$ cat src/rtl/regfile_scoreboard.sv
// Register file with a per-register pending-write scoreboard for decode-stage RAW stalls.
// Optional macro REGFILE_WB_BYPASS_EN forwards same-cycle writeback data and busy-release to the read ports.

module regfile_sb_entry #(
  parameter int XLEN   = 32,
  parameter int PEND_W = 2
) (
  input  logic              CLK,
  input  logic              RST,
  input  logic              wr_hit_i,
  input  logic              iss_hit_i,
  input  logic              flush_i,
  input  logic [XLEN-1:0]   wdata_i,
  output logic [XLEN-1:0]   data_o,
  output logic [PEND_W-1:0] pend_o
);
  localparam logic [PEND_W-1:0] PEND_ONE = PEND_W'(1);

  logic [XLEN-1:0]   data_q, data_d;
  logic [PEND_W-1:0] pend_q, pend_d;

  // iss_hit_i is only raised below the max count, so the increment never wraps
  always_comb begin
    data_d = data_q;
    pend_d = pend_q;
    if (wr_hit_i) data_d = wdata_i;
    if (flush_i)
      pend_d = '0;
    else if (iss_hit_i && !wr_hit_i)
      pend_d = pend_q + PEND_ONE;
    else if (wr_hit_i && !iss_hit_i && pend_q != '0)
      pend_d = pend_q - PEND_ONE;
  end

  always_ff @(posedge CLK) begin
    if (RST) begin
      data_q <= '0;
      pend_q <= '0;
    end else begin
      data_q <= data_d;
      pend_q <= pend_d;
    end
  end

  assign data_o = data_q;
  assign pend_o = pend_q;
endmodule

module regfile_rd_port #(
  parameter int XLEN     = 32,
  parameter int NUM_REGS = 32,
  parameter int PEND_W   = 2,
  parameter int ADDR_W   = 5,
  parameter bit BYPASS   = 1'b0
) (
  input  logic [ADDR_W-1:0]                 addr_i,
  input  logic                              used_i,
  input  logic [NUM_REGS-1:0][XLEN-1:0]     regs_i,
  input  logic [NUM_REGS-1:0][PEND_W-1:0]   pend_i,
  input  logic                              w_en_i,
  input  logic [ADDR_W-1:0]                 w_addr_i,
  input  logic [XLEN-1:0]                   w_data_i,
  output logic [XLEN-1:0]                   data_o,
  output logic                              busy_o,
  output logic                              stall_o
);
  logic              fwd;
  logic              dec;
  logic [PEND_W-1:0] pend_rd;
  logic [PEND_W-1:0] eff_pend;

  assign fwd      = BYPASS && w_en_i && (w_addr_i == addr_i) && (addr_i != '0);
  assign pend_rd  = pend_i[addr_i];
  // a retiring writeback releases one pending slot early when forwarding
  assign dec      = fwd && (pend_rd != '0);
  assign eff_pend = pend_rd - PEND_W'(dec);

  assign data_o  = (addr_i == '0) ? '0 : (fwd ? w_data_i : regs_i[addr_i]);
  assign busy_o  = (addr_i != '0) && (eff_pend != '0);
  assign stall_o = used_i && busy_o;
endmodule

module regfile_scoreboard #(
  parameter int XLEN        = 32,
  parameter int NUM_REGS    = 32,
  parameter int NUM_R_PORTS = 2,
  parameter int PEND_W      = 2
) (
  input  logic                                  CLK,
  input  logic                                  RST,
  input  logic [NUM_R_PORTS*$clog2(NUM_REGS)-1:0] REG_R_Addr,
  input  logic [NUM_R_PORTS-1:0]                REG_R_Used,
  output logic [NUM_R_PORTS*XLEN-1:0]           REG_R_Data,
  output logic [NUM_R_PORTS-1:0]                REG_R_Busy,
  output logic                                  Stall_D,
  input  logic                                  Issue_En,
  input  logic [$clog2(NUM_REGS)-1:0]           Issue_RD,
  output logic                                  Issue_Ready,
  input  logic                                  REG_W_En,
  input  logic [$clog2(NUM_REGS)-1:0]           REG_W_Addr,
  input  logic [XLEN-1:0]                       REG_W_Data,
  input  logic                                  Flush_En
);
  localparam int ADDR_W = $clog2(NUM_REGS);
  localparam logic [PEND_W-1:0] PEND_MAX = '1;
`ifdef REGFILE_WB_BYPASS_EN
  localparam bit BYPASS = 1'b1;
`else
  localparam bit BYPASS = 1'b0;
`endif

  logic [NUM_REGS-1:0][XLEN-1:0]   regs;
  logic [NUM_REGS-1:0][PEND_W-1:0] pend;
  logic [NUM_R_PORTS-1:0]          stall_vec;
  logic                            iss_vld;

  assign regs[0] = '0;
  assign pend[0] = '0;

  assign Issue_Ready = (Issue_RD == '0) || (pend[Issue_RD] != PEND_MAX);
  // a flush squashes the issuing instruction too
  assign iss_vld     = Issue_En && Issue_Ready && !Flush_En && (Issue_RD != '0);

  for (genvar r = 1; r < NUM_REGS; r++) begin : g_reg
    regfile_sb_entry #(.XLEN(XLEN), .PEND_W(PEND_W)) u_entry (
      .CLK       (CLK),
      .RST       (RST),
      .wr_hit_i  (REG_W_En && (REG_W_Addr == ADDR_W'(r))),
      .iss_hit_i (iss_vld && (Issue_RD == ADDR_W'(r))),
      .flush_i   (Flush_En),
      .wdata_i   (REG_W_Data),
      .data_o    (regs[r]),
      .pend_o    (pend[r])
    );
  end

  for (genvar p = 0; p < NUM_R_PORTS; p++) begin : g_rd
    regfile_rd_port #(
      .XLEN(XLEN), .NUM_REGS(NUM_REGS), .PEND_W(PEND_W),
      .ADDR_W(ADDR_W), .BYPASS(BYPASS)
    ) u_port (
      .addr_i   (REG_R_Addr[p*ADDR_W +: ADDR_W]),
      .used_i   (REG_R_Used[p]),
      .regs_i   (regs),
      .pend_i   (pend),
      .w_en_i   (REG_W_En),
      .w_addr_i (REG_W_Addr),
      .w_data_i (REG_W_Data),
      .data_o   (REG_R_Data[p*XLEN +: XLEN]),
      .busy_o   (REG_R_Busy[p]),
      .stall_o  (stall_vec[p])
    );
  end

  assign Stall_D = |stall_vec;
endmodule

$ cat config.mk
export PLATFORM = sky130hd
export DESIGN_NAME = regfile_scoreboard
export DESIGN_NICKNAME = d
export VERILOG_FILES = /design/src/rtl/regfile_scoreboard.sv
export SDC_FILE = /design/constraint.sdc
export NUM_CORES = 2
export LEC_CHECK = 0
export ABC_AREA = 1
export CAP_MARGIN = 20
export CORE_UTILIZATION = 40
export DETAILED_ROUTE_END_ITERATION = 10
export MAX_ROUTING_LAYER = met4
export PLACE_DENSITY_LB_ADDON = 0.15
export SETUP_SLACK_MARGIN = 0.15
export SYNTH_ARGS = -nofsm -noshare
export SYNTH_HDL_FRONTEND = slang
export SYNTH_HIERARCHICAL = 1
export SYNTH_SLANG_ARGS = --single-unit
$ cat constraint.sdc
create_clock -name CLK -period 4.4 [get_ports CLK]
set_input_delay 1.32 -clock CLK [delete_from_list [all_inputs] [get_ports CLK]]
set_output_delay 1.32 -clock CLK [all_outputs]
set_load 0.02 [all_outputs]
Yosys cells after proc, flatten, opt, wreduce, memory -nomap -nowiden
Index checks and enable logic that the tools add are counted.

Flip-flop bits (word level): 1054. Output and inout port bits: 68.

Add/sub/neg operators: 62. Multiplexer cells: 74. Equal/unequal tests: 63. Order comparisons: 3. Reduce and logical (&&, ||, !) cells: 298.

Operator list (count): $bmux 32 s5 (2); $logic_and 1x1->1 (162); $eq 5x5->1 const B (32); $mux 2 (65); $mux 32 (4); $reduce_bool 2->1 (64); $eq 5x4->1 const B (16); $logic_not 1->1 (63); $add 2x1->2 const B (31); $sub 2x1->2 const B (31); $eq 5x3->1 const B (8); $bmux 2 s5 (3); $eq 5x2->1 const B (4); $lt 5x6->1 const B (3); $logic_not 5->1 (3); $reduce_bool 5->1 (3); $eq 5x1->1 const B (2); $reduce_or 2->1 (2); $ne 2x2->1 const B (1); $logic_or 1x1->1 (1).

Depth between registers and ports, before layout
Word-level depth: 13. Depth in mapped cells: 21. Gate-level depth less buffers: 18.

Cells and area by module
Netlist, hierarchy kept.

By module, submodules not included: regfile_sb_entry (seq. area each 680.7 um2, instances 31, cells each 161, area an instance 1265.0 um2); regfile_rd_port (seq. area each 0.0 um2, instances 2, cells each 2398, area an instance 10617.7 um2); regfile_scoreboard (seq. area each 0.0 um2, instances 1, cells each 330, area an instance 1498.9 um2).

Worst setup path after synthesis
Ideal clock, no wire load.

Kind: input to output. From: input port REG_R_Addr[6]. To: output port Stall_D. Slack: 0.384 ns. Buffers on the path: 3. Data arrival time: 2.696 ns. Required time: 3.080 ns. Cell stages on the path: 12. Path through: buf_4 -> inv_2 -> buf_2 -> buf_2 -> nand2_1 -> nand2_1 -> nand2_1 -> nand3_1 -> nand3_1 -> nand3_1 -> nor2_1 -> or2_2.

Cells in the longest elaborated chain, start to end: 6. Elaborated cells between the ends (all ways): 7. Those cells by class: 2 x mux; 5 x reduce/logical.

RTL lines: start, declared (RTL line 91) `input logic [NUM_R_PORTS*$clog2(NUM_REGS)-1:0] REG_R_Addr,`; $bmux 2 s5 (RTL line 73) `assign pend_rd = pend_i[addr_i];`; $mux 2 (implied by the code) (RTL line 73); $reduce_bool 2->1 (RTL line 79) `assign busy_o = (addr_i != '0) && (eff_pend != '0);`; $logic_and 1x1->1 * (RTL line 79); $logic_and 1x1->1 * (RTL line 80) `assign stall_o = used_i && busy_o;`; via stall_vec[1] (RTL line 114) `logic [NUM_R_PORTS-1:0] stall_vec;`; $reduce_or 2->1 * (RTL line 155) `assign Stall_D = |stall_vec;`; end, declared (RTL line 95) `output logic Stall_D,`.

Mark *: on every way through the listed nets, which the timed path passes. The rest lies on a longest branch. The select of a mux whose other input is x is not followed.

Worst setup path in the final report
From: input port REG_R_Addr[0]. To: output port REG_R_Data[9].

Cells in the longest elaborated chain, start to end: 3. Elaborated cells between the ends (all ways): 4. Those cells by class: 3 x mux; 1 x reduce/logical.

RTL lines: $bmux 32 s5 (RTL line 78) `assign data_o = (addr_i == '0) ? '0 : (fwd ? w_data_i : regs_i[addr_i]);`; $mux 32 (implied by the code) (RTL line 78); $mux 32 * (RTL line 78); end, declared (RTL line 93) `output logic [NUM_R_PORTS*XLEN-1:0] REG_R_Data,`.

Mark *: on every way between the ends. The rest lies on a longest branch, timed or not. The select of a mux whose other input is x is not followed.

==> flow_summary.json <==
{
  "slew_viol_final": 0,
  "grt_start_max_net_pins": 162,
  "finalSetupViolCount": 26,
  "cap_violations": 0,
  "design.die.area_um2": 156000,
  "slew-limit-headroom": 0.412,
  "synthAdderAreaFrac": 0,
  "internal_power_mw": 18.2,
  "utilization": 0.509,
  "insertion_delay_ns": 0.79,
  "dr.pass1.iters": 9,
  "seq_power_share": 0.377,
  "grt_pass1_vias": 67400,
  "ys_ff_latch": 1054,
  "fp-row-count": 144,
  "cts_hold_buffers": 0,
  "layout_commonest_cell": "nand2_1",
  "clock.fmax_ghz": 0.220,
  "start_kind": "input pin",
  "io_pins": 127,
  "power_leakage_nw": 28.8,
  "dpl.hpwl_mm": 190,
  "yosysWarnings": 6,
  "die_width_um": 396,
  "crit_fanout": 6,
  "synth.distinct_cells": 32,
  "port-buffer-count": 126,
  "netlist_area_um2": 61900,
  "area_delta_synth_final_pct": 26.5,
  "hold_ws_ns": 0.473,
  "skew_ns": 0.0247,
  "cts.clk_slew.worst_paths_ns": 0.06,
  "muxShareOfSynthArea": 0,
  "root_buffer": "clkbuf_16",
  "rsz0062_at_grt": "true",
  "max-clock-path-buffers": 3,
  "power_frac_clock": 0.454,
  "cts_buffers": 132,
  "layout_setup_ws_ns": -0.140,
  "layout_common_cells": "4,044 x nand2_1, 1,346 x a21oi_1, 1,054 x dfxtp_1",
  "arrival_ns": 3.22,
  "synth_cells": 10100,
  "hold_violations": 0,
  "wl_mm": 323,
  "p_comb_frac": 0.170,
  "post-route-min-period_ns": 4.54,
  "gp_congestion": 0.964,
  "synthSimpleGateAreaFrac": 0.373,
  "core_um2": 154000,
  "status": "finished with violations",
  "worstPathRequired_ns": 3.08,
  "initial_utilization": 0.403,
  "grt_pass1_wl_mm": 461,
  "postPlaceCellArea_um2": 67600,
  "ant_nets": 0,
  "failed_checks": "setup timing",
  "drive_gt1_frac": 0.157,
  "switchingPower_mw": 7.52,
  "viasPerCell": 5.94,
  "dieHeight_um": 396,
  "nFillCells": 15400,
  "switching_share": 0.293,
  "yosysSeqAreaShare": 0.341,
  "synth-xor-area-share": 0,
  "postLayoutCellArea_um2": 78400,
  "avgSynthCellArea_um2": 6.12,
  "path_class": "in2out",
  "pre_cts_ws_ns": -0.587,
  "tritoncts": "built",
  "endpoint_kind": "primary output",
  "synth_top_family_by_area": "simple AND/OR/NAND/NOR gates",
  "min_period_over_period": 1.03,
  "drc": 0,
  "grt_use_total": 0.405,
  "detail_route.wl_per_cell_um": 25.5,
  "cts.htree.levels": 4,
  "overflow": 0,
  "drt_iter0_markers": 11200,
  "final-seq-area_um2": 21100,
  "min_path_type": "reg2reg",
  "nets": 10600,
  "numClockSinks": 1054,
  "tightest_slew_ns": 0.882,
  "synth-compound-area-share": 0.184,
  "reg2reg_slack_ns": 1.98,
  "total_power_mw": 25.7,
  "powerDensity_nw_per_um2": 328,
  "peakVddDrop_mv": 0.369,
  "vias": 75200,
  "multiInputGateArea_um2": 36500,
  "antenna_found_initial": 14
}
[critical path, cell delays in order]
cell	delay, ns
buf_16	0.15
buf_12	0.16
buf_12	0.14
buf_12	0.15
buf_12	0.12
buf_16	0.12
buf_6	0.10
nand2_2	0.05
nand3_2	0.06
nand2_2	0.07
a21oi_2	0.19
o31ai_1	0.10
nand2_1	0.11
nor2_2	0.05
nor2_2	0.15
buf_6	0.15
[final timing paths]
path	from	end	depth (start not counted)
setup reg to reg	g_reg[15].u_entry/pend_o[0]	g_reg[24].u_entry/pend_o[0]	17
setup / recovery	REG_R_Addr[0]	REG_R_Data[9]	16
hold reg to reg	g_reg[1].u_entry/data_o[18]	g_reg[1].u_entry/data_o[18]	2
hold / removal	g_reg[1].u_entry/data_o[18]	g_reg[1].u_entry/data_o[18]	2
[registers in the layout, indices dropped and copies added (netlist names)]
signal,flops
g.u_entry/pend_o,62
g.u_entry/data_o,992
[timing repair]
item                       in CTS  in global routing
setup endpoints to repair      68                 68
pin swaps                     150                181
gates cloned                   56                 19
resized for setup             611                388
buffers inserted              126                 22
[Yosys cell counts, drive strengths merged]
master / n / area, um^2
a21oi: 1415 / 7080
and2: 1 / 6.26
buf: 608 / 4590
clkbuf: 207 / 777
clkinv: 3 / 11.3
conb: 1 / 3.75
dfxtp: 1054 / 21100
inv: 221 / 997
nand2: 4149 / 15600
nand3: 686 / 3460
nand3b: 11 / 82.6
nand4: 32 / 200
nor2: 976 / 3720
nor3: 6 / 30.0
o21ai: 456 / 2280
o22ai: 128 / 801
o31ai: 162 / 1220
or2: 1 / 6.26
[cell type report]
| cell class | count | share of cell area |
|---|---|---|
| diodes | 7 | 0.000223 |
| clock inverters | 54 | 0.00872 |
| well taps | 2044 | 0.0326 |
| flip-flops and latches | 1054 | 0.269 |
| repair buffers | 1010 | 0.159 |
| clock buffers | 182 | 0.0492 |
| inverters | 224 | 0.0144 |
| multi-input cells | 8091 | 0.466 |
| repair inverters | 3 | 0.000575 |
[power by group through the flow]
stage | Clock (mW) | Sequential (mW) | Combinational, mW
floorplan | 0 | 9.86 | 1.73
finish | 11.6 | 9.67 | 4.35
global route | 12.1 | 9.67 | 4.50
detailed placement | 0 | 9.88 | 3.45
global placement | 0 | 9.88 | 3.44
CTS | 11.7 | 9.67 | 4.00
[logic make-up (layout without fill, tap and decap cells)]
family,after synthesis,in the layout
simple gates,5862,5862
compound gates,2161,2161
flops,1054,1054
buf+inv,1039,1473
other cells,1,75
[metrics by stage]
| stage | setup TNS, ns | instances |
|---|---|---|
| floorplan | 0 | 10200 |
| global placement | -23.69 | 12200 |
| detailed placement | -23.36 | 12200 |
| CTS | -0.870 | 12600 |
| global route | -2.87 | 12700 |
| finish | -1.58 | 12700 |
[layer usage]
metal / part of all wire / up-vias / GRT usage
li1: - / 33600 / -
met1: 0.39 / 35100 / 0.524
met2: 0.42 / 5315 / 0.590
met3: 0.12 / 1140 / 0.0779
met4: 0.063 / 0 / 0.222
met5: 0 / - / -
(Power assumes the default switching activity.)
